`src/rtl/regfile_writeback_queue_if.sv`:
```
// Bundle between the write-back queue and its neighbours: the ALU and cache
// result inputs, the register_file write port, and the decode hazard query.
interface regfile_writeback_queue_if #(
  parameter int DATA_WIDTH = 32,
  parameter int ADDR_WIDTH = 5,
  parameter int DEPTH      = 4
);
  localparam int CNT_W = $clog2(DEPTH) + 1;

  logic                  alu_valid;
  logic [ADDR_WIDTH-1:0] alu_rd;
  logic [DATA_WIDTH-1:0] alu_result;

  logic                  ld_valid;
  logic [ADDR_WIDTH-1:0] ld_rd;
  logic [DATA_WIDTH-1:0] ld_data;
  logic                  ld_ready;

  logic                  we3;
  logic [ADDR_WIDTH-1:0] a3;
  logic [DATA_WIDTH-1:0] wd3;

  logic [ADDR_WIDTH-1:0] rs1;
  logic [ADDR_WIDTH-1:0] rs2;
  logic                  hazard1;
  logic                  hazard2;

  logic [CNT_W-1:0]      pending_cnt;

  // Producer side: ALU, cache and decode drive requests and observe the port.
  modport master (
    output alu_valid, alu_rd, alu_result,
    output ld_valid, ld_rd, ld_data,
    output rs1, rs2,
    input  ld_ready, we3, a3, wd3, hazard1, hazard2, pending_cnt
  );

  // The write-back queue itself.
  modport slave (
    input  alu_valid, alu_rd, alu_result,
    input  ld_valid, ld_rd, ld_data,
    input  rs1, rs2,
    output ld_ready, we3, a3, wd3, hazard1, hazard2, pending_cnt
  );
endinterface

```
`src/rtl/regfile_writeback_queue.sv`:
```
// Write-back stage feeding the register_file write port (we3/a3/wd3).
// ALU results own the port; cache load returns go straight through when the
// port is free and nothing is queued, otherwise they wait in a small FIFO.
// A younger ALU write to the same register kills queued loads in place
// (slot stays occupied, its pop is a bubble). Decode queries pending
// destinations through rs1/rs2 -> hazard1/hazard2.
module regfile_writeback_queue #(
  parameter int DATA_WIDTH = 32,
  parameter int ADDR_WIDTH = 5,
  parameter int DEPTH      = 4
) (
  input  logic                     clk,
  input  logic                     rst,
  regfile_writeback_queue_if.slave bus
);
  localparam int PTR_W = $clog2(DEPTH);
  localparam int CNT_W = PTR_W + 1;
  localparam logic [CNT_W-1:0] FULL_CNT = CNT_W'(DEPTH);

  // FIFO storage: per-slot valid (cleared by kill or pop), destination, data
  logic [DEPTH-1:0]      ent_vld_q, ent_vld_d;
  logic [ADDR_WIDTH-1:0] ent_rd_q   [DEPTH];
  logic [ADDR_WIDTH-1:0] ent_rd_d   [DEPTH];
  logic [DATA_WIDTH-1:0] ent_data_q [DEPTH];
  logic [DATA_WIDTH-1:0] ent_data_d [DEPTH];

  logic [PTR_W-1:0]      wr_ptr_q, wr_ptr_d;
  logic [PTR_W-1:0]      rd_ptr_q, rd_ptr_d;
  logic [CNT_W-1:0]      cnt_q, cnt_d;

  // Registered write port
  logic                  we3_q, we3_d;
  logic [ADDR_WIDTH-1:0] a3_q, a3_d;
  logic [DATA_WIDTH-1:0] wd3_q, wd3_d;

  // Per-cycle decisions
  logic alu_win;
  logic ld_nz;
  logic fifo_empty;
  logic fifo_full;
  logic pop;
  logic direct;
  logic ld_waw;
  logic push;

  logic hit1;
  logic hit2;

  // Arbitration: ALU first, then queued loads, then a fresh load directly
  always_comb begin
    alu_win    = bus.alu_valid && (bus.alu_rd != '0);
    ld_nz      = bus.ld_valid && (bus.ld_rd != '0);
    fifo_empty = (cnt_q == '0);
    fifo_full  = (cnt_q == FULL_CNT);
    pop        = !alu_win && !fifo_empty;
    direct     = !alu_win && fifo_empty && ld_nz;
    // A load colliding with a same-cycle ALU write to the same register is
    // already stale; dropping it preserves write-after-write order.
    ld_waw     = alu_win && (bus.alu_rd == bus.ld_rd);
    // Full blocks the push even if a pop frees a slot this same cycle.
    push       = ld_nz && !fifo_full && !direct && !ld_waw;
  end

  // Next write-port value; a3/wd3 hold when nothing is selected
  always_comb begin
    we3_d = 1'b0;
    a3_d  = a3_q;
    wd3_d = wd3_q;
    if (alu_win) begin
      we3_d = 1'b1;
      a3_d  = bus.alu_rd;
      wd3_d = bus.alu_result;
    end else if (!fifo_empty) begin
      // A killed head still pops, but as a bubble (valid already cleared).
      we3_d = ent_vld_q[rd_ptr_q];
      a3_d  = ent_rd_q[rd_ptr_q];
      wd3_d = ent_data_q[rd_ptr_q];
    end else if (ld_nz) begin
      we3_d = 1'b1;
      a3_d  = bus.ld_rd;
      wd3_d = bus.ld_data;
    end
  end

  // FIFO update: kill on ALU match, pop at head, push at tail
  always_comb begin
    ent_vld_d  = ent_vld_q;
    ent_rd_d   = ent_rd_q;
    ent_data_d = ent_data_q;
    wr_ptr_d   = wr_ptr_q;
    rd_ptr_d   = rd_ptr_q;
    cnt_d      = cnt_q;

    if (alu_win) begin
      for (int i = 0; i < DEPTH; i++) begin
        if (ent_rd_q[i] == bus.alu_rd) begin
          ent_vld_d[i] = 1'b0;
        end
      end
    end

    if (pop) begin
      ent_vld_d[rd_ptr_q] = 1'b0;
      rd_ptr_d            = rd_ptr_q + PTR_W'(1);
    end

    // Push never targets the head slot being popped: that would need the
    // FIFO to be full, and full blocks the push.
    if (push) begin
      ent_vld_d[wr_ptr_q]  = 1'b1;
      ent_rd_d[wr_ptr_q]   = bus.ld_rd;
      ent_data_d[wr_ptr_q] = bus.ld_data;
      wr_ptr_d             = wr_ptr_q + PTR_W'(1);
    end

    case ({push, pop})
      2'b10:   cnt_d = cnt_q + CNT_W'(1);
      2'b01:   cnt_d = cnt_q - CNT_W'(1);
      default: cnt_d = cnt_q;
    endcase
  end

  // RAW query: a live queued load, or the write landing at this very edge
  // (register_file reads are asynchronous and still return the old value)
  always_comb begin
    hit1 = 1'b0;
    hit2 = 1'b0;
    for (int i = 0; i < DEPTH; i++) begin
      if (ent_vld_q[i] && (ent_rd_q[i] == bus.rs1)) hit1 = 1'b1;
      if (ent_vld_q[i] && (ent_rd_q[i] == bus.rs2)) hit2 = 1'b1;
    end
    bus.hazard1 = (bus.rs1 != '0) && (hit1 || (we3_q && (a3_q == bus.rs1)));
    bus.hazard2 = (bus.rs2 != '0) && (hit2 || (we3_q && (a3_q == bus.rs2)));
  end

  // Control state and write port, cleared by reset
  always_ff @(posedge clk) begin
    if (rst) begin
      we3_q     <= 1'b0;
      a3_q      <= '0;
      wd3_q     <= '0;
      ent_vld_q <= '0;
      wr_ptr_q  <= '0;
      rd_ptr_q  <= '0;
      cnt_q     <= '0;
    end else begin
      we3_q     <= we3_d;
      a3_q      <= a3_d;
      wd3_q     <= wd3_d;
      ent_vld_q <= ent_vld_d;
      wr_ptr_q  <= wr_ptr_d;
      rd_ptr_q  <= rd_ptr_d;
      cnt_q     <= cnt_d;
    end
  end

  // Entry payload; meaningless unless the slot is occupied, so no reset
  always_ff @(posedge clk) begin
    ent_rd_q   <= ent_rd_d;
    ent_data_q <= ent_data_d;
  end

  assign bus.we3         = we3_q;
  assign bus.a3          = a3_q;
  assign bus.wd3         = wd3_q;
  assign bus.ld_ready    = !fifo_full;
  assign bus.pending_cnt = cnt_q;
endmodule

```
`src/flat_wrapper.sv`:
```
// flat-port wrapper written by rule: the top's interface ports become plain ports
module regfile_writeback_queue_flat 
#(
  parameter int DATA_WIDTH = 32,
  parameter int ADDR_WIDTH = 5,
  parameter int DEPTH      = 4
)
  (clk, rst, bus_alu_valid, bus_alu_rd, bus_alu_result, bus_ld_valid, bus_ld_rd, bus_ld_data, bus_rs1, bus_rs2, bus_ld_ready, bus_we3, bus_a3, bus_wd3, bus_hazard1, bus_hazard2, bus_pending_cnt);
  regfile_writeback_queue_if #(.DATA_WIDTH(DATA_WIDTH), .ADDR_WIDTH(ADDR_WIDTH), .DEPTH(DEPTH)) bus_i ();
  input  logic clk;
  input  logic rst;
  input wire logic [$bits(bus_i.alu_valid)-1:0] bus_alu_valid;
  input wire logic [$bits(bus_i.alu_rd)-1:0] bus_alu_rd;
  input wire logic [$bits(bus_i.alu_result)-1:0] bus_alu_result;
  input wire logic [$bits(bus_i.ld_valid)-1:0] bus_ld_valid;
  input wire logic [$bits(bus_i.ld_rd)-1:0] bus_ld_rd;
  input wire logic [$bits(bus_i.ld_data)-1:0] bus_ld_data;
  input wire logic [$bits(bus_i.rs1)-1:0] bus_rs1;
  input wire logic [$bits(bus_i.rs2)-1:0] bus_rs2;
  output wire logic [$bits(bus_i.ld_ready)-1:0] bus_ld_ready;
  output wire logic [$bits(bus_i.we3)-1:0] bus_we3;
  output wire logic [$bits(bus_i.a3)-1:0] bus_a3;
  output wire logic [$bits(bus_i.wd3)-1:0] bus_wd3;
  output wire logic [$bits(bus_i.hazard1)-1:0] bus_hazard1;
  output wire logic [$bits(bus_i.hazard2)-1:0] bus_hazard2;
  output wire logic [$bits(bus_i.pending_cnt)-1:0] bus_pending_cnt;
  assign bus_i.alu_valid = bus_alu_valid;
  assign bus_i.alu_rd = bus_alu_rd;
  assign bus_i.alu_result = bus_alu_result;
  assign bus_i.ld_valid = bus_ld_valid;
  assign bus_i.ld_rd = bus_ld_rd;
  assign bus_i.ld_data = bus_ld_data;
  assign bus_i.rs1 = bus_rs1;
  assign bus_i.rs2 = bus_rs2;
  assign bus_ld_ready = bus_i.ld_ready;
  assign bus_we3 = bus_i.we3;
  assign bus_a3 = bus_i.a3;
  assign bus_wd3 = bus_i.wd3;
  assign bus_hazard1 = bus_i.hazard1;
  assign bus_hazard2 = bus_i.hazard2;
  assign bus_pending_cnt = bus_i.pending_cnt;
  regfile_writeback_queue #(.DATA_WIDTH(DATA_WIDTH), .ADDR_WIDTH(ADDR_WIDTH), .DEPTH(DEPTH)) u_core (.clk(clk), .rst(rst), .bus(bus_i));
endmodule
```
`config.mk`:
```
export PLATFORM = sky130hd
export DESIGN_NAME = regfile_writeback_queue_flat
export DESIGN_NICKNAME = d
export VERILOG_FILES = /design/src/rtl/regfile_writeback_queue_if.sv /design/src/rtl/regfile_writeback_queue.sv /design/src/flat_wrapper.sv
export SDC_FILE = /design/constraint.sdc
export NUM_CORES = 1
export LEC_CHECK = 0
export CAP_MARGIN = 20
export CORE_MARGIN = 10
export CORE_UTILIZATION = 55
export DETAILED_ROUTE_END_ITERATION = 7
export PLACE_DENSITY_LB_ADDON = 0.08
export RECOVER_POWER = 25
export REMOVE_ABC_BUFFERS = 1
export SYNTH_ARGS = -nofsm -noshare
export SYNTH_HDL_FRONTEND = slang
export SYNTH_SLANG_ARGS = --single-unit
```
`constraint.sdc`:
```
create_clock -name clk -period 4.4 [get_ports clk]
set_clock_uncertainty 0.2 [all_clocks]
set_input_delay 0.88 -clock clk [delete_from_list [all_inputs] [get_ports clk]]
set_output_delay 0.88 -clock clk [all_outputs]
set_load 0.01 [all_outputs]
```
# Word-level counts from Yosys, hierarchy flattened
# Index checks and enable logic that the tools add are counted.
# word_totals
ff_bits	197
input_bits	88
out_inout_bits	44
elab_cells	130
# classes
mux	43
n_eq_ne	19
bitwise_logic	5
n_addsub	4
order_cmp	7
reduce_logical	37
# ops
cell	count
32-bit 2-to-1 mux	6
128-bit bitwise mux	1
5-bit equality test	15
32-bit binary-select mux with 2-bit select	1
32-bit demux with 2-bit select	1
5-bit 2-to-1 mux	6
1-bit logical AND	24
20-bit bitwise mux	1
5-bit nonzero test	4
1-bit 2-to-1 mux	18
4-bit 2-to-1 mux	3
5-bit binary-select mux with 2-bit select	1
5-bit demux with 2-bit select	1
3-bit greater-or-equal comparator, second input constant	2
2-bit by 3-bit less-than comparator with 1-bit output, second input constant	2
2-bit inverter with 3-bit output	2
3-bit one-hot mux with 2 select lines	1
1-bit zero test	5
2-bit by 1-bit adder with 2-bit output, second input constant	2
4-bit bitwise AND	1
1-bit demux with 2-bit select	2
2-bit by 1-bit greater-or-equal comparator with 1-bit output, second input constant	2
4-bit inverter	1
4-bit bitwise OR	1
11 further kinds	12

# Longest topological paths before layout
# depth
ltp_word	10
depth_mapped	13
mapped_depth_nobuf	11

# Worst setup path before layout
# Ideal clock, no wire load.
# synth_path
path_kind	input to register
from	in bus_alu_rd[1]
to	reg u_core.cnt_q[2], in the netlist u_core.bus.pending_cnt[2]
arrival_time_ns	3.518
t_required_ns	4.129
setup_time_ns	0.071
path_buffers	1
slack_ns	0.612
stages	12
path_cell_list	buf_4 -> or4_4 -> o21ai_1 -> o21ai_1 -> and3_1 -> inv_1 -> ha_1 -> inv_1 -> fa_1 -> xor2_1 -> or3_1 -> a21oi_1
# synth_via
elab_chain_len	10
word_cells_on_any_way	16
classes_between	eq/ne (3); mux (1); reduce/logical (12)
# synth_lines
item	line_no	rtl
from (decl)	flat_wrapper.sv:13	input wire logic [$bits(bus_i.alu_rd)-1:0] bus_alu_rd;
5-bit nonzero test	regfile_writeback_queue.sv:51	alu_win = bus.alu_valid && (bus.alu_rd != '0);
1-bit logical AND	regfile_writeback_queue.sv:51	
1-bit zero test	regfile_writeback_queue.sv:55, regfile_writeback_queue.sv:56	
1-bit logical AND (2 in a row)	regfile_writeback_queue.sv:56	direct = !alu_win && fifo_empty && ld_nz;
1-bit zero test	regfile_writeback_queue.sv:61	push = ld_nz && !fifo_full && !direct && !ld_waw;
1-bit logical AND (2 in a row)	regfile_writeback_queue.sv:61	
2-bit by 1-bit equality test with 1-bit output / 2-bit equality test (equally long branches)	regfile_writeback_queue.sv:116	case ({push, pop})
3-bit one-hot mux with 2 select lines / 2-bit nonzero test (equally long branches)	n/a	
to (signal assigned)	regfile_writeback_queue.sv:153	cnt_q <= cnt_d;
to (decl)	regfile_writeback_queue.sv:29	logic [CNT_W-1:0] cnt_q, cnt_d;
# Parallel ways exist; a longest one is shown, timed or not.
# A chain may end at the register's enable or synchronous reset.

# Final worst setup path
# layout_path
from	in bus_rs1[0]
to	out bus_hazard1
# layout_via
elab_chain_len	8
word_cells_on_any_way	17
classes_between	eq/ne (5); mux (4); reduce/logical (8)
# layout_lines
item	line_no	rtl
from (decl)	flat_wrapper.sv:18	input wire logic [$bits(bus_i.rs1)-1:0] bus_rs1;
5-bit equality test	regfile_writeback_queue.sv:129	if (ent_vld_q[i] && (ent_rd_q[i] == bus.rs1)) hit1 = 1'b1;
1-bit logical AND	regfile_writeback_queue.sv:129	
1-bit 2-to-1 mux (4 in a row)	regfile_writeback_queue.sv:129	
1-bit logical OR	regfile_writeback_queue.sv:132	bus.hazard1 = (bus.rs1 != '0) && (hit1 || (we3_q && (a3_q == bus.rs1)));
1-bit logical AND (*)	regfile_writeback_queue.sv:132	
to (decl)	flat_wrapper.sv:24	output wire logic [$bits(bus_i.hazard1)-1:0] bus_hazard1;
# Every way passes the cells marked *; elsewhere a longest branch is shown, timed or not.

==> results.py <==
metrics = {
    "outcome": {
        "outcome": "finished clean",
    },
    "finish": {
        "fin_nets": 885,
        "synthToLayoutAreaGrowth_pct": 23.69,
        "nFillCells": 1097,
        "drive_gt1_share_pct": 14.75,
        "diodes": 0,
    },
    "sta": {
        "worst_slew_pin_slew_ns": 1.019,
        "slew_violations": 0,
        "min_period_over_period_pct": 90.82,
        "setup_ws_ns": 0.4040,
        "fmax_mhz": 250.3,
        "finalSetupTns_ns": 0,
        "setup_violations": 0,
        "hold_viol_final": 0,
        "period_minus_slack_ns": 3.996,
        "relSlewSlack_pct": 32.09,
        "rsz0062_at_grt": "no",
    },
    "detailed_routing": {
        "ant_nets": 0,
        "drtIter0Drc": 414,
        "drcViolationCount": 0,
        "viasPerCell": 5.819,
        "avgRoutedWirePerCell_um": 21.63,
        "num_vias": 5912,
        "dr.pass1.iters": 5,
        "wl_mm": 21.98,
    },
    "clocking": {
        "cts_root_buf": "clkbuf_16",
        "cts_max_path_buffers": 2,
        "cts_setup_buffers": 0,
        "cts_tree": "built",
        "insertion_delay_ns": 0.43,
        "cts-buffers-inserted": 17,
        "cts_num_sinks": 197,
        "hold_buffers": 0,
        "cts.clk_slew.worst_paths_ns": 0.07,
        "cts_max_level": 4,
        "cts_resized": 0,
    },
    "worst_setup_path": {
        "startpoint_type": "input pin",
        "path_delay_family": "buffers and inverters",
        "required_ns": 3.32,
        "crit_path_max_fanout": 6,
        "arrival_ns": 2.92,
        "r2r_slack_ns": 1.45,
        "slowest_stage": "clkdlybuf4s50_1",
        "cp-end-kind": "primary output",
        "critPathMaxStageDelay_ns": 0.59,
        "crit_path_cell_trace": "clkdlybuf4s50_1 -> xor2_1 -> nor4_1 -> nand3_1 -> nand3_1 -> o22a_1 -> clkdlybuf4s50_1",
        "cp.buffers_inverters": 2,
        "path_class": "in -> out",
    },
    "global_route": {
        "antenna_found_initial": 3,
        "grt_pass1_wl_mm": 34.58,
        "grt_max_degree": 55,
        "grt_util_all_layers_pct": 20.20,
        "grt_pass1_vias": 6159,
        "grt-ovfl-total": 0,
    },
    "power": {
        "switching_share_pct": 32.66,
        "vdd_ir_drop_max_uv": 482.6,
        "intPower_mw": 3.979,
        "seqPwrFrac_pct": 42.8,
        "powerDensity_nw_per_um2": 532.2,
        "leakagePower_nw": 3.774,
        "pwr-share-clk_pct": 25.8,
        "power.switching_mw": 1.929,
        "p_comb_share_pct": 31.4,
    },
    "flow_run": {
        "maxCapViolations": 0,
    },
    "floorplanning": {
        "core-area_um2": 15940,
        "rows": 46,
        "ios": 132,
        "dieArea_um2": 21830,
        "die_x_um": 147.7,
        "die_h_um": 147.7,
        "initial_utilization_pct": 56.29,
    },
    "logic_synthesis": {
        "ys_types": 35,
        "async_flop_share_pct": 0,
        "yosys_most_used_dff": "edfxtp_1",
        "synth.cell_area_um2": 8975,
        "synth_top_area_cell": "edfxtp_1",
        "yosys_warnings": 0,
        "postSynthAreaPerCell_um2": 13.48,
        "ys_ff_latch": 197,
        "synth_top_cell_area_share_pct": 49.52,
        "ys_top_cells_by_area": "edfxtp_1 (50%), dfxtp_1 (11%), mux4_2 (9.5%)",
        "yosysMostFrequentCell": "edfxtp_1",
        "synth-edff-count": 148,
        "ys_seq_area_share_pct": 60.45,
        "synth_common_cells": "edfxtp_1 (148), a21oi_1 (79), nand2_1 (67)",
        "syn_inst": 666,
    },
    "place": {
        "gp_congestion": 0.9324,
        "place_ws_ns": 0.3496,
        "place.detailed.hpwl_mm": 14.36,
        "io_buffers": 131,
    },
    "worst_hold_path": {
        "hold_class": "reg -> reg",
    },
}
## power groups by stage
stage	clock network, mW	logic [mW]	registers (mW)
3_5_place_dp	0	1.85	2.59
5_1_grt	1.63	2.02	2.57
2_1_floorplan	0	1.10	2.54
4_1_cts	1.55	1.86	2.55
6_report	1.52	1.86	2.53
3_3_place_gp	0	1.82	2.58
## layout by cell type, fill, tap and decap left out, drive strengths merged, types with 2 or more instances in the layout
| cell | n |
|---|---|
| nor4 | 10 |
| clkinvlp | 2 |
| o21a | 2 |
| clkdlybuf4s50 | 105 |
| dlygate4sd3 | 26 |
| a31o | 2 |
| a21oi | 79 |
| inv | 15 |
| clkinv | 7 |
| nand2 | 67 |
| a211oi | 3 |
| xor2 | 57 |
| nor2 | 24 |
| ha | 9 |
| nand4 | 11 |
| o2bb2ai | 32 |
| or4 | 4 |
| edfxtp | 148 |
| bufinv | 2 |
| xnor2 | 21 |
| mux4 | 38 |
| dfxtp | 49 |
| o21ai | 3 |
| nand3 | 20 |
| or3 | 3 |
| a22oi | 2 |
| nor3 | 12 |
| o22a | 2 |
| clkbuf | 18 |
| buf | 24 |
## metrics by stage
| step | instance area [µm²] | std cells | power, mW | utilization [%] | hold slack (ns) |
|---|---|---|---|---|---|
| after floorplan | 8706 | 613 | 3.642 | - | 0.2649 |
| after global placement | 10500 | 983 | 4.398 | 65.85 | 0.2438 |
| after detailed placement | 10500 | 983 | 4.439 | 65.85 | 0.2457 |
| after CTS | 11080 | 1015 | 5.963 | 69.50 | 0.2720 |
| after global routing | 11100 | 1016 | 6.221 | 69.63 | 0.2853 |
| final | 11100 | 1016 | 5.908 | 69.63 | 0.2658 |
## flip-flops by register name, summed over array words and instances (netlist names)
register                cells
u_core.ent_rd_q            20
u_core.ent_vld_q            4
u_core.bus.we3              1
u_core.wr_ptr_q             2
u_core.bus.a3               5
u_core.bus.pending_cnt      3
u_core.rd_ptr_q             2
u_core.bus.wd3             32
u_core.ent_data_q         128
## cells by family (layout without fill, tap and decap cells)
logic type	Yosys count	after routing	share of synthesized area, %
AO/OA/AOI/OAI	125	125	9.438
AND/OR/NAND/NOR	153	153	7.988
flip-flops	197	197	60.45
adder cells (fa/ha/maj)	10	10	1.478
buffers and inverters	65	199	3.499
XOR/XNOR	78	78	7.612
multiplexers	38	38	9.536
## cell type report
type / instances / area (µm²) / area share (%)
Tap cell: 216 / 270.3 / 2.435
Clock inverter: 14 / 153.9 / 1.386
Timing Repair Buffer: 155 / 1529 / 13.77
Multi-Input combinational cell: 404 / 3243 / 29.22
Inverter: 12 / 45.04 / 0.4058
Sequential cell: 197 / 5430 / 48.92
Clock buffer: 18 / 429.2 / 3.866
## per-layer routing
metal | wire length [µm] | track usage (%) | vias up | part of all wire, %
li1 | - | - | 2728 | -
met1 | 9182 | 25.38 | 2922 | 42
met2 | 10960 | 33.52 | 217 | 50
met3 | 1398 | 5.098 | 39 | 6.4
met4 | 420 | 6.640 | 6 | 1.9
met5 | 22 | 0 | - | 0.10
## worst paths after layout
check | start | to | depth (start not counted)
worst max-delay path | bus_rs1[0] | bus_hazard1 | 7
worst min-delay path | u_core.bus.wd3[12]$_SDFFE_PP0P_ | u_core.bus.wd3[12]$_SDFFE_PP0P_ | 1
worst max register to register | u_core.bus.pending_cnt[2]$_SDFFE_PP0P_ | u_core.bus.wd3[26]$_SDFFE_PP0P_ | 5
worst min register to register | u_core.bus.wd3[12]$_SDFFE_PP0P_ | u_core.bus.wd3[12]$_SDFFE_PP0P_ | 1
## worst reg2reg max path, cell delays in order (launching register included)
cell and delay, ns:
dfxtp_1 0.39, or3_2 0.96, or3_1 0.70, nor2_8 0.15
buf_4 0.30, o2bb2ai_1 0.18
Power figures use the tool's default switching activity.
